$ cat config.mk
export PLATFORM = sky130hd
export DESIGN_NAME = command_credit_gate
export DESIGN_NICKNAME = d
export VERILOG_FILES = /design/src/rtl/command_credit_gate.sv
export SDC_FILE = /design/constraint.sdc
export NUM_CORES = 1
export LEC_CHECK = 0
export CAP_MARGIN = 20
export CORE_MARGIN = 2
export CORE_UTILIZATION = 33
export DETAILED_ROUTE_END_ITERATION = 12
export GPL_TIMING_DRIVEN = 0
export SYNTH_ARGS = -nofsm -noshare
export SYNTH_HDL_FRONTEND = slang
export SYNTH_SLANG_ARGS = --single-unit
$ cat constraint.sdc
create_clock -name clock -period 5.4 [get_ports clock]
set_input_delay 1.35 -clock clock [delete_from_list [all_inputs] [get_ports clock]]
set_output_delay 1.35 -clock clock [all_outputs]
set_load 0.02 [all_outputs]
$ cat src/rtl/command_credit_gate.sv
// Command FIFO between the work element and the PSL command port. Commands are
// issued only while PSL credits remain; credits are loaded from croom and replenished by responses.
module command_credit_gate #(
    parameter int FIFO_DEPTH   = 4,
    parameter int CREDIT_WIDTH = 8
) (
    input  logic                    clock,
    input  logic                    reset,
    input  logic                    enabled,
    input  logic [CREDIT_WIDTH-1:0] initial_credits,
    input  logic                    in_valid,
    output logic                    in_ready,
    input  logic [12:0]             in_command,
    input  logic [7:0]              in_tag,
    input  logic [11:0]             in_size,
    input  logic [63:0]             in_address,
    output logic                    out_valid,
    output logic [12:0]             out_command,
    output logic [7:0]              out_tag,
    output logic [11:0]             out_size,
    output logic [63:0]             out_address,
    output logic                    out_command_parity,
    output logic                    out_tag_parity,
    output logic                    out_address_parity,
    output logic [2:0]              out_abt,
    output logic [15:0]             out_context_handle,
    input  logic                    response_valid,
    input  logic [8:0]              response_credits,
    output logic [CREDIT_WIDTH-1:0] credits,
    output logic                    credit_error
);

    localparam int PTR_W   = $clog2(FIFO_DEPTH);
    localparam int ENTRY_W = 13 + 8 + 12 + 64;
    localparam int NW      = CREDIT_WIDTH + 2;

    logic [ENTRY_W-1:0]      mem_q [FIFO_DEPTH];
    logic [PTR_W:0]          wr_ptr_q, wr_ptr_d;
    logic [PTR_W:0]          rd_ptr_q, rd_ptr_d;
    logic                    enabled_q, enabled_d;
    logic [CREDIT_WIDTH-1:0] credits_q, credits_d;
    logic [CREDIT_WIDTH-1:0] credit_max_q, credit_max_d;
    logic                    credit_error_q, credit_error_d;
    logic                    out_valid_q, out_valid_d;
    logic [ENTRY_W-1:0]      out_entry_q, out_entry_d;

    logic                    full, empty, push, issue, load;
    logic signed [NW-1:0]    resp_ext, credit_next;

    assign full  = (wr_ptr_q[PTR_W] != rd_ptr_q[PTR_W]) &&
                   (wr_ptr_q[PTR_W-1:0] == rd_ptr_q[PTR_W-1:0]);
    assign empty = (wr_ptr_q == rd_ptr_q);

    assign in_ready = enabled && !full;
    assign push     = in_valid && in_ready;
    assign load     = enabled && !enabled_q;
    assign issue    = enabled && enabled_q && !empty && (credits_q != '0);

    always_comb begin
        wr_ptr_d       = wr_ptr_q;
        rd_ptr_d       = rd_ptr_q;
        enabled_d      = enabled;
        credits_d      = credits_q;
        credit_max_d   = credit_max_q;
        credit_error_d = credit_error_q;
        out_valid_d    = 1'b0;
        out_entry_d    = out_entry_q;
        resp_ext       = response_valid ?
                         {{(NW-9){response_credits[8]}}, response_credits} : '0;
        // Wide enough that neither the largest return nor a full underflow can wrap.
        credit_next    = $signed({2'b00, credits_q}) - (issue ? NW'(1) : NW'(0)) + resp_ext;

        if (!enabled) begin
            wr_ptr_d  = '0;
            rd_ptr_d  = '0;
            credits_d = '0;
        end else begin
            if (push) begin
                wr_ptr_d = wr_ptr_q + (PTR_W+1)'(1);
            end
            if (issue) begin
                rd_ptr_d    = rd_ptr_q + (PTR_W+1)'(1);
                out_valid_d = 1'b1;
                out_entry_d = mem_q[rd_ptr_q[PTR_W-1:0]];
            end
            if (load) begin
                credits_d    = initial_credits;
                credit_max_d = initial_credits;
            end else if (credit_next[NW-1]) begin
                credits_d      = '0;
                credit_error_d = 1'b1;
            end else if (credit_next > $signed({2'b00, credit_max_q})) begin
                credits_d      = credit_max_q;
                credit_error_d = 1'b1;
            end else begin
                credits_d = credit_next[CREDIT_WIDTH-1:0];
            end
        end
    end

    always_ff @(posedge clock) begin
        if (push) begin
            mem_q[wr_ptr_q[PTR_W-1:0]] <= {in_command, in_tag, in_size, in_address};
        end
    end

    always_ff @(posedge clock or negedge reset) begin
        if (!reset) begin
            wr_ptr_q       <= '0;
            rd_ptr_q       <= '0;
            enabled_q      <= 1'b0;
            credits_q      <= '0;
            credit_max_q   <= '0;
            credit_error_q <= 1'b0;
            out_valid_q    <= 1'b0;
            out_entry_q    <= '0;
        end else begin
            wr_ptr_q       <= wr_ptr_d;
            rd_ptr_q       <= rd_ptr_d;
            enabled_q      <= enabled_d;
            credits_q      <= credits_d;
            credit_max_q   <= credit_max_d;
            credit_error_q <= credit_error_d;
            out_valid_q    <= out_valid_d;
            out_entry_q    <= out_entry_d;
        end
    end

    assign out_valid = out_valid_q;
    assign {out_command, out_tag, out_size, out_address} = out_entry_q;
    assign out_command_parity = ~^out_command;
    assign out_tag_parity     = ~^out_tag;
    assign out_address_parity = ~^out_address;
    assign out_abt            = '0;
    assign out_context_handle = '0;
    assign credits            = credits_q;
    assign credit_error       = credit_error_q;

endmodule

Word level (Yosys, flattened, before mapping)
Memories as Yosys holds them, arrays and structs flattened. A register that Yosys moved wholly into a read port is not among the register bits.
Cells that the tools add are included.
Widths: inputs -> output; s select.
{"block": "op_classes", "add_sub_neg": 4, "muxes": 16, "eq_ne": 5, "magnitude_cmp": 1, "reduce_logical": 19, "bitwise": 1}
{"cell": "$reduce_xnor 64->1", "n": 1}
{"cell": "$mux 8", "n": 4}
{"cell": "$reduce_xnor 13->1", "n": 1}
{"cell": "$mux 3", "n": 4}
{"cell": "$add 9x10->10", "n": 1}
{"cell": "$gt 10x9->1", "n": 1}
{"cell": "$mux 10", "n": 1}
{"cell": "$sub 8x1->9", "n": 1}
{"cell": "$reduce_bool 8->1", "n": 1}
{"cell": "$reduce_xnor 8->1", "n": 1}
{"cell": "$logic_and 1x1->1", "n": 7}
{"cell": "$mux 1", "n": 7}
{"cell": "$add 3x1->3 const B", "n": 2}
{"cell": "$logic_not 1->1", "n": 4}
{"cell": "$ne 2x1->1 const B", "n": 2}
{"cell": "$reduce_and 2->1", "n": 2}
{"cell": "$eq 3x3->1", "n": 1}
{"cell": "$reduce_and 3->1", "n": 1}
{"cell": "$eq 2x2->1", "n": 1}
{"cell": "$reduce_bool 2->1", "n": 1}
{"cell": "$ne 1x1->1", "n": 1}
{"cell": "$not 1->1", "n": 1}
{"block": "totals", "memories": 1, "out_inout_bits": 130, "reg_bits": 25, "inputBits": 119, "ramBits": 388}
{"name": "mem_q", "words": 4, "word_bits": 97, "read_ports": 1, "rd_ports_with_merged_regs": 1, "wr": 1, "line_no": "37", "text": "logic [ENTRY_W-1:0] mem_q [FIFO_DEPTH];"}

Depth between registers and ports, before layout
{"block": "depth", "word_depth": 12, "ltp_mapped": 25, "mapped_depth_nobuf": 22}

Least setup slack after synthesis
No wires, ideal clock.
{"block": "synth_path", "path_type": "input to register", "startpoint": "input enabled", "endpoint": "register credits_q[0], in the netlist credits[0]", "path_buffers": 4, "path_slack_ps": 268, "arrival_time_ps": 5004, "setup_time_ps": 127, "stages": 23, "required_ps": 5273, "path_cell_list": "clkbuf_1 nand2_1 a221oi_2 buf_2 buf_4 ha_1 inv_1 ha_1 fa_1 a211oi_2 nor2_1 o21a_1 nor2_1 xnor2_1 ha_1 nand2_1 nor2_1 a21oi_1 o21ai_0 a22oi_2 buf_6 mux2i_1 o21ai_1"}
{"block": "synth_via", "elab_chain_cells": 11, "elab_cells_between_ends": 12, "cone_classes": "2 x add/sub; 1 x order compare; 5 x mux; 4 x reduce/logical"}
{"element": "start: declaration", "line_no": "9", "text": "input logic enabled,"}
{"element": "$logic_and 1x1->1 (3 in series)", "line_no": "57", "text": "assign issue = enabled && enabled_q && !empty && (credits_q != '0);"}
{"element": "$mux 1", "line_no": "71", "text": "credit_next = $signed({2'b00, credits_q}) - (issue ? NW'(1) : NW'(0)) + resp_ext;"}
{"element": "$sub 8x1->9", "line_no": "71"}
{"element": "$add 9x10->10", "line_no": "71"}
{"element": "$gt 10x9->1", "line_no": "92", "text": "end else if (credit_next > $signed({2'b00, credit_max_q})) begin"}
{"element": "$mux 8", "line_no": "92"}
{"element": "$mux 8", "line_no": "89", "text": "end else if (credit_next[NW-1]) begin"}
{"element": "$mux 8", "line_no": "86", "text": "if (load) begin"}
{"element": "$mux 8 (*)", "line_no": "73", "text": "if (!enabled) begin"}
{"element": "via credits_d[0]", "line_no": "41", "text": "logic [CREDIT_WIDTH-1:0] credits_q, credits_d;"}
{"element": "end signal: assignment", "line_no": "121", "text": "credits_q <= credits_d;"}
{"element": "end: declaration", "line_no": "41"}
The timed path passes the listed nets; every way through them passes the cells marked *.
A chain may end at the register's enable or synchronous reset.

Worst setup path after layout
{"block": "layout_path", "startpoint": "register credits_q[2], in the netlist credits[2]", "endpoint": "register credits_q[2], in the netlist credits[2]"}
{"block": "layout_via", "elab_chain_cells": 10}
{"element": "$reduce_bool 8->1", "line_no": "57"}
{"element": "$logic_and 1x1->1", "line_no": "57"}
{"element": "$mux 1", "line_no": "71"}
{"element": "$sub 8x1->9 (*)", "line_no": "71"}
{"element": "$add 9x10->10 (*)", "line_no": "71"}
{"element": "$gt 10x9->1", "line_no": "92"}
{"element": "$mux 8", "line_no": "92"}
{"element": "$mux 8 (*)", "line_no": "89"}
{"element": "$mux 8 (*)", "line_no": "86"}
{"element": "$mux 8 (*)", "line_no": "73"}
{"element": "via credits_d[2]", "line_no": "41"}
Marked as above.

==> impl_results.md <==
- Compound-Gate Fraction of Synth Area: 0.0156
- Synth Flop Type: edfxtp_1
- Mux cell area share after synthesis: 0.166
- Ports: 249
- CP Capture Type: flip-flop
- Post-synth EDFFs: 388
- Yosys cell types: 45
- Clock transition at path regs: 0.06 ns
- DP HPWL: 29.9 mm
- Post-synth top cells: edfxtp_1 (388), dfrtp_1 (122), mux4_2 (97), mux2_1 (86), xnor2_1 (78)
- DR vias/cell: 4.72
- Worst Path Arrival: 5.49 ns
- Num CTS Buffers: 55
- Layout cells sized above 1: 0.191
- Post-route ant nets: 0
- FFs w/ async S/R, synth: 0.239
- Clk root buf: clkbuf_16
- Die area: 0.0636 mm2
- Hold Crit Class: flip-flop to flip-flop
- WL per Instance: 21.2 um
- Total power: 14.0 mW
- Number of global-route vias before repair: 11100
- Starting DRC count in detailed routing: 490
- Yosys top cell by area: edfxtp_1
- Routed wire length: 45.8 mm
- Hold depth: 1
- RR Startpoint: credits[2]$_DFF_PN0_
- Max FO, Critical Path: 19
- Status: completed
- Initial Util: 0.335
- Port Buffers: 229
- Total GRT Usage: 0.147
- Final Cycle Share: 0.931
- Register-to-register setup slack: 0.37 ns
- Mapped cell area: 0.0203 mm2
- CTS Hold Buffers Added: 0
- CTS H-tree lvls: 2
- Max layer used: met5
- Synth Register Bits: 510
- Largest family of logic cells by synthesized area: multiplexers
- First-pass GRT wire length: 69.0 mm
- Max clock buf depth: 3
- Post-CTS Setup Bufs: 0
- Adder-cell share of the synthesized area: 0.0158
- Maximum VDD drop: 0.000599 V
- Gr ovfl total: 0
- Via count: 10200
- FF-to-FF path depth: 23
- Yosys warning count: 0
- P&R area growth vs syn: 26.6%
- Top-count cell post-synth: edfxtp_1
- # setup viols final: 0
- Max_slew headroom: 0.424
- Crit-path cells: nor2_1 > nand2_1 > nor3_1 > a221oi_4 > buf_12 > ha_1 > inv_1 > ha_1 > fa_1 > a211oi_2 > nor2_1 > o21a_1 > nor2_1 > xnor2_1 > ha_1 > nand2_1 > nor2_1 > a21oi_1 > o21ai_0 > a22oi_2 > buf_6 > mux2i_1 > o21ai_1
- Final Critical Period: 5.03 ns
- Sink of the worst hold path: out_entry_q[70]$_DFFE_PN0P_
- Num Clock Sinks: 510
- XOR/XNOR Fraction of Synth Area: 0.0427
- Crit Path Category: flip-flop to flip-flop
- Worst slew pin tran: 0.864 ns
- Slew Limit Fails: 0
- RSZ-0062 raised after global routing: false
- Number of cells produced by synthesis: 1022
- Worst Setup Start Kind: flip-flop
- Die Width: 252 um
- Antenna violations before repair: 8
- Initial DRT Pass Iterations: 4
- Met1 WL: 19.3 mm
- Hold Crit Start: out_entry_q[70]$_DFFE_PN0P_
- Met3 routed WL: 2.85 mm
- Core Footprint: 0.0606 mm2
- Pleak: 8.93 nW
- CTS tree: built
- Chip height: 252 um
- Top cell type's share of synthesized area: 0.573
- Drt drc: 0
- Mean post-synth cell area: 19.9 um2
- Worst path most repeated cell: nor2_1
- Fin. Hold Viols: 0
- Slowest stage cell, crit path: nor3_1
- Clock latency on the worst-skew pair: 0.61 ns
- Crit path required time: 5.86 ns
- Fill count: 5380
- Top achievable clock speed: 199 MHz
- CP peak stage delay: 0.51 ns
- Reg-to-reg endpoint: credits[2]$_DFF_PN0_
- Final nets: 1477
- Top post-synthesis cells by area: edfxtp_1 (57%), dfrtp_1 (15%), mux4_2 (11%)
- Seq/Total Area, Yosys: 0.724
- Fin Hold WS: 0.484 ns
- GP Congestion: 0.780
- Largest net degree at the start of global routing: 63
- Simple-gate area share of the yosys netlist: 0.0157
- Max-cap viol count: 0
- FP Rows: 90
- Power per cell area: 544 mW/mm2
- Worst Clk Skew: 0.0168 ns
- WL met2: 22.7 mm
==> kinds of logic (layout without fill, tap and decap cells) <==
kind of cell	Yosys count	count (layout)
compound gates	45	45
xor+xnor	99	99
fa+ha+maj	25	25
buf+inv	73	412
flops	510	510
mux	204	204
other cells	1	20
simple gates	65	65
==> worst max path at each step <==
stage,end,cells after the start,slack (ns),startpoint
2_1_floorplan,credits[0]$_DFF_PN0_,23,0.27,enabled
3_3_place_gp,out_entry_q[70]$_DFFE_PN0P_,1,-3.40,reset
3_5_place_dp,credits[2]$_DFF_PN0_,25,-1.27,enabled
4_1_cts,credits[2]$_DFF_PN0_,23,0.12,enabled
5_1_grt,credits[2]$_DFF_PN0_,23,0.06,enabled
6_report,credits[2]$_DFF_PN0_,23,0.37,credits[2]$_DFF_PN0_
==> critical path: cells and delay by family (launching register included) <==
family	cells	cell delay, ns
AO/OA/AOI/OAI	7	1.18
XOR/XNOR	1	0.19
adder cells (fa/ha/maj)	4	1.27
buffers and inverters	3	0.45
flip-flops	1	0.44
multiplexers	1	0.22
AND/OR/NAND/NOR	7	1.13
==> per-layer routing <==
metal	vias to the layer above	global-route usage
met3	68	0.0416
met4	14	0.0345
li1	4585	-
met5	-	0
met2	253	0.248
met1	5281	0.187
==> final cells by class <==
type                       count  area, um2  share of cell area
antenna                        1       2.50           0.0000972
buffer                        53        350              0.0136
clock buffer                  68       1470              0.0569
clock inverter                35        332              0.0129
inverter                      18       67.6             0.00263
multi-input combinational    457       5310               0.206
sequential                   510      14700               0.571
tap                          782        978              0.0380
timing repair buffer         238       2530              0.0982
==> placed cells by master (no fill, tap or decap), drive strengths merged, types with 26 or more instances in the layout <==
cell type	synthesis	final
buf	44	52
clkbuf	11	79
clkdlybuf4s50	0	227
clkinv	0	26
dfrtp	122	122
edfxtp	388	388
mux2	97	97
mux4	97	97
xnor2	78	78
==> state kept, by name, summed over array words and instances (netlist names) <==
signal / count
mem_q: 388
out_entry_q: 97
credit_max_q: 8
credits: 8
rd_ptr_q: 3
wr_ptr_q: 3
credit_error: 1
enabled_q: 1
out_valid: 1
==> per-stage QoR <==
stage / std cells / TNS [ns] / instance area [um2] / utilization / worst slack [ns]
after floorplan: 1040 / 0 / 20400 / - / 0.268
after detailed placement: 2060 / -11.08 / 23900 / 0.395 / -1.27
after CTS: 2162 / 0 / 25700 / 0.424 / 0.118
after global routing: 2161 / 0 / 25700 / 0.425 / 0.0576
after global placement: 2051 / -1281.72 / 23700 / 0.391 / -3.40
final: 2162 / 0 / 25700 / 0.425 / 0.372
==> report_power, final <==
| group | internal [mW] | switching, mW |
|---|---|---|
| logic | 2.53 | 2.62 |
| clock network | 2.13 | 1.56 |
| registers | 4.72 | 0.437 |
==> repair_timing <==
action	in CTS	in global routing
endpoints found under the setup margin	9	9
pin swaps	0	0
hold endpoints to repair	0	0
resized for setup	6	5
Note: power is estimated with default switching activity, not from simulation.
==> variant 1: new RTL, same settings <==
The parameter `FIFO_DEPTH` goes from 4 to 8.
--- a/src/rtl/command_credit_gate.sv
+++ b/src/rtl/command_credit_gate.sv
@@ -1,7 +1,7 @@
 // Command FIFO between the work element and the PSL command port. Commands are
 // issued only while PSL credits remain; credits are loaded from croom and replenished by responses.
 module command_credit_gate #(
-    parameter int FIFO_DEPTH   = 4,
+    parameter int FIFO_DEPTH   = 8,
     parameter int CREDIT_WIDTH = 8
 ) (
     input  logic                    clock,
Behaviour: same outputs for any inputs over 4 cycles, from zero or initial values and one cycle with reset low; that may be too few to reach the edited logic, so the function may still have changed.
==> variant 1 against the unedited design <==
  * Wire length increased by 97%
  * Sequential share of layout area increased by 2.2 points
  * Clock skew increased by 0.0033 ns
  * Non-clock buffer count increased by 94
  * Sequential power increased by 67%
  * Final area increased by 73%
  * Clock power increased by 75%
  * Sequential cell count increased by 390
  * Highest routed layer unchanged
  * Worst setup slack got worse by 0.20 ns
  * Area after synthesis increased by 77%
  * Combinational power increased by 15%
  * Total power increased by 50%
  * First-iteration DRC count increased to 2.9 times the old value
==> variant 1: results (changes against the unedited design) <==
- Status: finished, final reports clean
- CLK BUF: 124 (+82%)
- Routed wire per std cell: 24.68 um (+16%)
- Worst-Skew Late Latency: 0.66 ns (+0.05 ns)
- Clock Network Area Fraction: 7.003% (+0.021 points)
- Non-clk buf share: 9.187% (-2.0 points)
- Worst path arrival time: 5.77 ns (+0.28 ns)
- Post-synth EDFFs: 776 (+100%)
- Vias: 17,920 (+76%)
- Sequential share of power: 41.1% (+4.2 points)
- Slew margin rel.: 22.59% (-20 points)
- Dpl cells: 3,469 (+68%)
- Routed wl met2: 44,200 um (+95%)
- Pre-CTS WS: -1.907 ns (-0.6345 ns)
- Largest net degree at the start of global routing: 66 (+4.8%)
- Number of distinct library cells after synthesis: 53 (+18%)
- Delay-heaviest family, CP: compound AO/OA/AOI/OAI gates
- Sequential fraction of total cell area: 59.31% (+2.2 points)
- Final worst clock skew: 0.02011 ns (+0.003293 ns)
- Internal Power: 14.61 mW (+56%)
- CTS buffer count: 95 (+73%)
- Hpwl dp: 60,370 um (+100%)
- Fin nets: 2,301 (+56%)
- Fillers: 9,526 (+77%)
- Crit-path max cell delay: 0.60 ns (+0.09 ns)
- Comb_multi_in: 760 (+66%)
- VDD IR-drop max: 0.6905 mV (+15%)
- Wirelength, routed: 90,370 um (+97%)
- Crit Path Max Fanout: 10 (-9)
- Area contributors post-synth: edfxtp_1 65%, mux4_2 12%, dfrtp_1 8.6%, mux2i_1 3.0%, a21oi_2 2.4%
- DR iter-0 viols: 1,432 (+190%)
- Sw power: 6.363 mW (+38%)
- First-pass GRT wire length: 130,500 um (+89%)
## variant 1: cells by family (layout without fill, tap and decap cells)
logic type	after synthesis	count (layout)	share of synthesized area (%)
AOI/OAI and AO/OA	146	146	3.283
xor gates and xnor gates	101	101	2.461
adders and majority gates	22	22	0.7867
buffers and inverters	117	583	1.887
DFF	900	900	73.47
muxes	300	300	15.11
other	1	23	0.01043
and+or+nand+nor	172	172	2.997
## variant 1: worst paths after layout
check / startpoint / endpoint / slack (ns) / cells past startpoint
max: credits[4] / credit_error / 0.17 / 23
min: credit_error / credit_error / 0.49 / 1
max reg2reg: credits[4] / credit_error / 0.17 / 23
min reg2reg: credit_error / credit_error / 0.49 / 1
max in group asynchronous: reset / out_entry_q[23] / 3.89 / 2
min in group asynchronous: reset / credits[4] / 0.63 / 1
## variant 1: what timing repair did
item,4_1_cts,5_1_grt
cloned,0,0
gates resized for setup,6,16
pin swaps,4,6
buffers inserted,6,2
endpoints found under the setup margin,9,9
==> variant 2: new RTL, same flow settings <==
Without the edit above. Put one more register stage on the output `credit_error`, with the module's reset. The value now appears one clock later. The other outputs are not delayed to match.
--- a/src/rtl/command_credit_gate.sv
+++ b/src/rtl/command_credit_gate.sv
@@ -134,7 +134,13 @@
     assign out_abt            = '0;
     assign out_context_handle = '0;
     assign credits            = credits_q;
-    assign credit_error       = credit_error_q;
+    always_ff @(posedge clock or negedge reset) begin
+        if (!reset) begin
+            credit_error <= '0;
+        end else begin
+            credit_error <= credit_error_q;
+        end
+    end
 
 endmodule
 
Formal check against the unedited RTL: not equivalent (a bounded check fails within 4 cycles, from zero or initial values and one cycle with reset low).
==> variant 2 against the unedited design <==
  * Count of clock-buffer cells in the layout increased by 14
  * Via count rose by 2.0%
  * Combinational power up 15%
  * Largest cell class unchanged
  * Critical path depth is the same
  * Total power rose by 7.3%
  * Final cell count rose by 4.1%
  * Clock power rose by 6.2%
  * Final area is 3.1% higher
  * Wire length increased by 3.9%
  * Area after synthesis grew 2.2%
  * Sequential share of layout area is 1.6 points lower
  * Worst setup slack worse by 0.075 ns
  * Register-to-register slack got worse by 0.03 ns
  * Sequential cell count rose by 1
==> variant 2: results (changes against the unedited design) <==
- Placed Area: 24,490 um^2 (+2.4%)
- Net Sw Frac: 32.34% (-0.61 points)
- First-pass GRT wire length: 71,100 um (+3.1%)
- Routed wl met2: 23,650 um (+4.2%)
- Initial antenna violation count: 7 (-1)
- Crit-path max cell delay: 0.37 ns (-0.14 ns)
- Slew margin rel.: 34.93% (-7.5 points)
- Slowest library cell on the worst path: ha_1
- Mux cell area share after synthesis: 17.46% (+0.84 points)
- Final worst clock skew: 0.02080 ns (+0.003988 ns)
- Clock slew at reported path FFs: 0.06 ns (about the same)
- Synth Flop Type: edfxtp_1
- Met1 WL: 20,120 um (+4.0%)
- Number of flip-flops in the largest register: 388 (unchanged)
- Total global-route track usage: 14.84% (+0.17 points)
- Number of global-route vias before repair: 11,380 (+2.2%)
- DRT Pass-1 Iters: 5 (+1)
- Final std cells w/o fill: 2,250 (+4.1%)
- Setup repair bufs after CTS: 5 (+5)
- Post-synthesis async set-or-reset flop share: 24.07% (+0.15 points)
- Post-synthesis adder-cell area fraction: 1.542% (-0.034 points)
- IO buf count: 229 (unchanged)
- Status: finished, final reports clean
- Largest net degree at the start of global routing: 71 (+13%)
- Gpl congestion: 0.7707 (-1.2%)
- Number of distinct library cells after synthesis: 50 (+11%)
- Pre-CTS WS: -1.321 ns (-0.04845 ns)
- VDD IR-drop max: 0.5122 mV (-15%)
- Area of the multi-input gates: 5738 um^2 (+8.2%)
- Hpwl dp: 30,730 um (+2.8%)
- Met1 usage: 18.69% (about the same)
- Via density: 4.623 (-2.0%)
- Clock root buffer master: clkbuf_16
- Area contributors post-synth: edfxtp_1 56%, dfrtp_1 15%, mux4_2 11%, mux2_4 6.4%, xnor2_1 3.2%
- H-tree levels: 2 (unchanged)
- Setup-failing EPs final: 0 (unchanged)
- Fin nets: 1,507 (+2.0%)
- Crit Path Max Fanout: 9 (-10)
- Worst path arrival time: 5.58 ns (+0.09 ns)
- Leak pwr: 9.272 nW (+3.9%)
- Met3 Use GR: 4.119% (-0.042 points)
- Met2 usage: 25.30% (+0.45 points)
- Synth Area in Compound Gates: 1.705% (+0.15 points)
- Post-synthesis sequential area ratio: 70.92% (-1.4 points)
- Die X: 254.9 um (+1.1%)
- Post-cts resize count: 10 (+4)
- Fillers: 5,470 (+1.7%)
- Leading cell types by count after synthesis: 388 x edfxtp_1, 123 x dfrtp_1, 97 x mux4_2
- Dpl cells: 2,135 (+3.6%)
- Delay-heaviest family, CP: compound AO/OA/AOI/OAI gates
- CTS buffer count: 57 (+3.6%)
- Synth Area per Inst: 19.95 um^2 (+0.35%)
- Met3 wire length: 2969 um (+4.1%)
- XOR/XNOR Fraction of Synth Area: 4.133% (-0.13 points)
- Wirelength, routed: 47,600 um (+3.9%)
- Share of layout cells above drive strength 1: 25.25% (+6.1 points)
- DR iter-0 viols: 634 (+29%)
[variant 2: worst register-to-register path, stage by stage, from the launching register on]
cell and delay [ns]:
dfrtp_1 0.35, clkbuf_4 0.28, xor2_1 0.22, nor2_1 0.11
a221oi_4 0.29, buf_6 0.16, buf_12 0.10, ha_2 0.17
ha_2 0.18, inv_1 0.08, or3_1 0.33, xnor2_1 0.14
ha_1 0.37, a21oi_2 0.24, o211ai_4 0.13, xnor2_2 0.17
ha_1 0.33, a211oi_2 0.18, o21ai_1 0.11, a221oi_2 0.33
a31o_2 0.16, buf_6 0.13, a21oi_1 0.07, or2_2 0.30
[variant 2: cell type report]
| type | count | share of cell area [%] |
|---|---|---|
| repair buffers | 245 | 9.808 |
| clock inverters | 24 | 1.236 |
| diodes | 3 | 0.02831 |
| plain buffers | 58 | 1.514 |
| clock buffers | 82 | 5.963 |
| well taps | 837 | 3.949 |
| inverters | 23 | 0.3255 |
| flip-flops and latches | 511 | 55.54 |
| multi-input cells | 467 | 21.64 |
[variant 2: power groups by stage]
stage                     registers, mW  clock network [mW]  logic [mW]
after floorplan                    5.63                   0        3.17
after global placement             5.30                   0        5.93
after detailed placement           5.29                   0        5.97
after CTS                          5.22                4.05        6.03
after global routing               5.28                4.19        6.31
final                              5.21                3.92        5.89
[variant 2: path summary, 6_finish.rpt]
check | end | start | cells after the start | slack, ns
worst max-delay path | credit_error_q | enabled | 23 | 0.30
worst min-delay path | credit_error | credit_error_q | 0 | 0.38
worst max register to register | credit_error_q | rd_ptr_q[1] | 23 | 0.34
worst min register to register | credit_error | credit_error_q | 0 | 0.38
max in group asynchronous | out_entry_q[58] | reset | 2 | 3.80
min in group asynchronous | out_entry_q[36] | reset | 1 | 0.73
